### src/rtl/data_memory_responder.sv
// Word-addressed data memory with a fixed-latency request/acknowledge handshake.
// One access is in flight at a time; every output comes straight from a flop.
module data_memory_responder #(
    parameter int DEPTH_LOG2 = 8,
    parameter int LATENCY    = 2
) (
    input  logic        clk,
    input  logic        RST_N,
    input  logic [15:0] DMADDR,
    input  logic        DMREQ,
    input  logic        DMWR,
    input  logic [15:0] DMDIN,
    output logic [15:0] DMDOUT,
    output logic        DMACK,
    output logic        DMBUSY,
    output logic        DMERR
);

    localparam logic [1:0] ST_IDLE = 2'd0;
    localparam logic [1:0] ST_WAIT = 2'd1;
    localparam logic [1:0] ST_RESP = 2'd2;

    localparam logic [3:0] CNT_LOAD = 4'(LATENCY - 1);

    logic [1:0]  state_q, state_d;
    logic [3:0]  cnt_q, cnt_d;
    logic [15:0] addr_q, addr_d;
    logic        wr_q, wr_d;
    logic [15:0] din_q, din_d;
    logic [15:0] dout_q, dout_d;
    logic        ack_q, ack_d;
    logic        busy_q, busy_d;
    logic        err_q, err_d;

    logic [15:0] mem [2**DEPTH_LOG2];

    logic [DEPTH_LOG2-1:0] idx;
    logic                  oor;
    logic                  do_access;
    logic [15:0]           rd_word;

    // Only the low address bits index the array; any high bit set is an error.
    assign idx       = addr_q[DEPTH_LOG2-1:0];
    assign oor       = (addr_q >> DEPTH_LOG2) != 16'd0;
    assign do_access = (state_q == ST_WAIT) && (cnt_q == 4'd0);
    assign rd_word   = mem[idx];

    always_comb begin
        state_d = state_q;
        cnt_d   = cnt_q;
        addr_d  = addr_q;
        wr_d    = wr_q;
        din_d   = din_q;
        dout_d  = dout_q;
        ack_d   = ack_q;
        busy_d  = busy_q;
        err_d   = err_q;
        case (state_q)
            ST_IDLE: begin
                if (DMREQ) begin
                    addr_d  = DMADDR;
                    wr_d    = DMWR;
                    din_d   = DMDIN;
                    cnt_d   = CNT_LOAD;
                    busy_d  = 1'b1;
                    state_d = ST_WAIT;
                end
            end
            ST_WAIT: begin
                if (cnt_q != 4'd0) begin
                    cnt_d = cnt_q - 4'd1;
                end else begin
                    state_d = ST_RESP;
                    ack_d   = 1'b1;
                    err_d   = oor;
                    if (oor) begin
                        dout_d = 16'h0000;
                    end else if (!wr_q) begin
                        dout_d = rd_word;
                    end
                end
            end
            ST_RESP: begin
                state_d = ST_IDLE;
                ack_d   = 1'b0;
                err_d   = 1'b0;
                busy_d  = 1'b0;
            end
            default: begin
                state_d = ST_IDLE;
                ack_d   = 1'b0;
                err_d   = 1'b0;
                busy_d  = 1'b0;
            end
        endcase
    end

    always_ff @(posedge clk) begin
        if (!RST_N) begin
            state_q <= ST_IDLE;
            cnt_q   <= 4'd0;
            addr_q  <= 16'h0000;
            wr_q    <= 1'b0;
            din_q   <= 16'h0000;
            dout_q  <= 16'h0000;
            ack_q   <= 1'b0;
            busy_q  <= 1'b0;
            err_q   <= 1'b0;
        end else begin
            state_q <= state_d;
            cnt_q   <= cnt_d;
            addr_q  <= addr_d;
            wr_q    <= wr_d;
            din_q   <= din_d;
            dout_q  <= dout_d;
            ack_q   <= ack_d;
            busy_q  <= busy_d;
            err_q   <= err_d;
        end
    end

    // Array has no reset; a reset during WAIT suppresses the pending write.
    always_ff @(posedge clk) begin
        if (RST_N && do_access && wr_q && !oor) begin
            mem[idx] <= din_q;
        end
    end

    assign DMDOUT = dout_q;
    assign DMACK  = ack_q;
    assign DMBUSY = busy_q;
    assign DMERR  = err_q;

endmodule

### config.mk
export PLATFORM = sky130hd
export DESIGN_NAME = data_memory_responder
export DESIGN_NICKNAME = d
export VERILOG_FILES = /design/src/rtl/data_memory_responder.sv
export SDC_FILE = /design/constraint.sdc
export NUM_CORES = 2
export LEC_CHECK = 0
export CAP_MARGIN = 20
export CORE_MARGIN = 2
export CORE_UTILIZATION = 25
export CTS_BUF_LIST = sky130_fd_sc_hd__clkbuf_16
export DETAILED_ROUTE_END_ITERATION = 8
export DONT_BUFFER_PORTS = 1
export PLACE_DENSITY = 0.34
export SLEW_MARGIN = 5
export SYNTH_ARGS = -nofsm -noshare
export SYNTH_HDL_FRONTEND = slang
export SYNTH_SLANG_ARGS = --single-unit
export TNS_END_PERCENT = 100
### constraint.sdc
create_clock -name clk -period 4.8 [get_ports clk]
set_input_delay 0.96 -clock clk [delete_from_list [all_inputs] [get_ports clk]]
set_output_delay 0.96 -clock clk [all_outputs]
set_load 0.01 [all_outputs]
==> results.cfg <==
[yosys]
synth-seq-cells = 4162
netlist_area_um2 = 160700
syn-num-nets = 7703
synthFlopType = edfxtp_1
syn_area_per_cell_um2 = 20.96
synth_top_area_share_pct = 76.56
synth_area_leaders = edfxtp_1, mux4_2, mux2i_1
synth_area_leader_cell = edfxtp_1
synth_edf_count = 4096
syn-instance-count = 7665
async_flop_share_pct = 0
ys_types = 62
ys_warn_count = 0
ys_seq_area_share_pct = 77.38

[clock_network]
cts_tree = yes
cts_sinks = 4162
root_buffer = clkbuf_16
clk_pin_slew_ps = 60
cts_buffers = 473
insertion_delay_ps = 1050
htree_levels = 5
cts_max_path_buffers = 4

[timing]
setup_viol = 0
tightest_slew_ps = 1345
clock.fmax_mhz = 218.5
fin_crit_sh_pct = 95.35
fin_skew_ps = 94.66
rsz0062_at_grt = false
finalHoldViolCount = 0
drv_slew = 0
whs_ps = 128.2
slew_headroom_pct = 10.34
fin_crit_ps = 4577
setup_ws_ps = 223.4

[pwr]
power.leakage_nw = 60.41
finalPower_w = 0.08043
p_per_area_nw_per_um2 = 422.2
vdd_ir_drop_max_mv = 0.3070

[worst_setup_path]
start_kind = flop
end_kind = flop
cp_max_fo = 40
reg2reg_to = DMDOUT[14]
critPathKind = reg -> reg
r2r_slack_ps = 220
rr_worst_depth = 9
required_ps = 5640
cp.arrival_ps = 5410

[layout]
fillCellCount = 62582
final_nets = 8397
drive_gt1_share_pct = 27.15
multi_input_area_um2 = 34140
register_area_um2 = 124400
area_growth_pct = 18.58
final_cell_area_um2 = 190500

[place]
dp_slack_ps = -401.9
dp_hpwl_um = 346000
port_buffers = 0
dpl_cell_area_um2 = 175400
place.gp.congestion = 0.7699

[floorplan]
num_io_pins = 55
die_h_um = 805.6
start_util_pct = 25.07
row_count = 294
fp.dieArea_um2 = 649000
die_w_um = 805.6
core_area_um2 = 640800

[outcome]
status = finished, final reports clean

[worst_hold_path]
min_to = din_q[12]
hold_class = in -> reg
hold_path_startpoint = DMDIN[12]
hold_depth = 2

[route]
final_antenna_net_count = 0
wl_met1_um = 247300
routed_via_density = 4.630
routedWlPerCell_um = 31.95
drt-initial-drc-count = 7349
wl_met2_um = 271900
wl_met3_um = 21510
drc = 0
routed_wl_um = 555100
vias = 80438
drtPass1Iterations = 5
highest_layer = met5

[global_routing]
grt_pass1_wl_um = 750500
antenna_found_initial = 46
groute.usage.overall_pct = 16.70
grt_pass1_vias = 83071
grt_overflow = 0
grt_max_degree = 154

[run]
maxCapViolCount = 0
[per-stage QoR]
step           TNS, ps  util [%]  std cells
3_5_place_dp    -688.1     27.37      16443
6_report             0     29.73      17374
5_1_grt              0     29.72      17344
2_1_floorplan        0         -       7665
4_1_cts              0     29.71      17340
3_3_place_gp     -2346     27.35      16435
[area by class of cell]
| class | count | share of cell area [%] |
|---|---|---|
| clock buffer | 477 | 6.266 |
| clock inverter | 397 | 1.504 |
| sequential | 4162 | 65.30 |
| timing repair buffer | 679 | 3.314 |
| antenna | 32 | 0.04203 |
| inverter | 7 | 0.01511 |
| multi-input combinational | 3036 | 17.92 |
| tap | 8584 | 5.638 |
[cells in the final DEF, fill, tap and decap left out, types with 116 or more instances in the layout]
cell	count
a22oi_1	148
clkinv_1	116
inv_1	125
nor2_2	186
clkbuf_16	477
mux4_2	768
nor2_1	132
nand2_1	226
mux2i_1	540
buf_4	562
edfxtp_1	4096
a21oi_1	166
[Yosys cell counts, types with 49 or more instances]
master    count
nand2_1     236
buf_6        49
buf_2       139
a21oi_1     166
edfxtp_1   4096
dfxtp_1      66
a211oi_1     59
mux2i_1     540
o221ai_1     82
mux2_2       56
mux4_2      768
clkbuf_1    174
nor2_1      321
nand3_1      78
o22ai_1      94
a22oi_1     148
[worst max path at each step]
stage,from,end,slack [ps],cells past startpoint
final,flop,DMDOUT[14],220,9
after floorplan,din_q[0],mem[0][0],550,0
after global routing,flop,DMDOUT[10],100,12
after global placement,flop,DMDOUT[5],-800,10
after CTS,flop,DMDOUT[10],140,12
after detailed placement,flop,DMDOUT[10],-400,11
[timing repair]
action | 4_1_cts | 5_1_grt
gates resized for setup | 2 | 0
hold endpoints to repair | 20 | 0
endpoints found under the setup margin | 4 | 0
hold buffers | 20 | 0
setup buffers | 3 | 0
[layer usage]
metal  GRT usage [%]  vias up
li1                -    33548
met1           22.96    44369
met2           28.28     1902
met3           1.990      613
met4           3.982        6
met5               0        -
[cells by family after synthesis]
family                     Yosys count  share of synthesized area [%]
AOI/OAI and AO/OA                  771                          3.310
xor gates and xnor gates             2                        0.01091
adders and majority gates            2                        0.01557
buffers and inverters              467                          1.776
DFF                               4162                          77.38
muxes                             1398                          15.08
and+or+nand+nor                    863                          2.424
[power breakdown]
group	switching (W)	internal [W]
combinational	0.00361	0.00167
clock	0.0150	0.0197
sequential	0.000272	0.0401
total	0.0189	0.0615
[state kept, by name, indices dropped and copies added, names as in the netlist, named ones only]
register,cells
mem,4096
cnt_q,4
wr_q,1
addr_q,16
DMBUSY,1
DMACK,1
DMDOUT,16
din_q,16
DMERR,1
state_q,2
[critical path, stage by stage (launching register included)]
cell and delay, ps:
dfxtp_4 740, buf_12 310, buf_12 280, buf_12 230, mux4_1 320, mux4_2 530, a22oi_1 460, nand4_1 370
a31oi_1 970, a21oi_1 90
No activity file was read; power rests on OpenSTA's default activity.
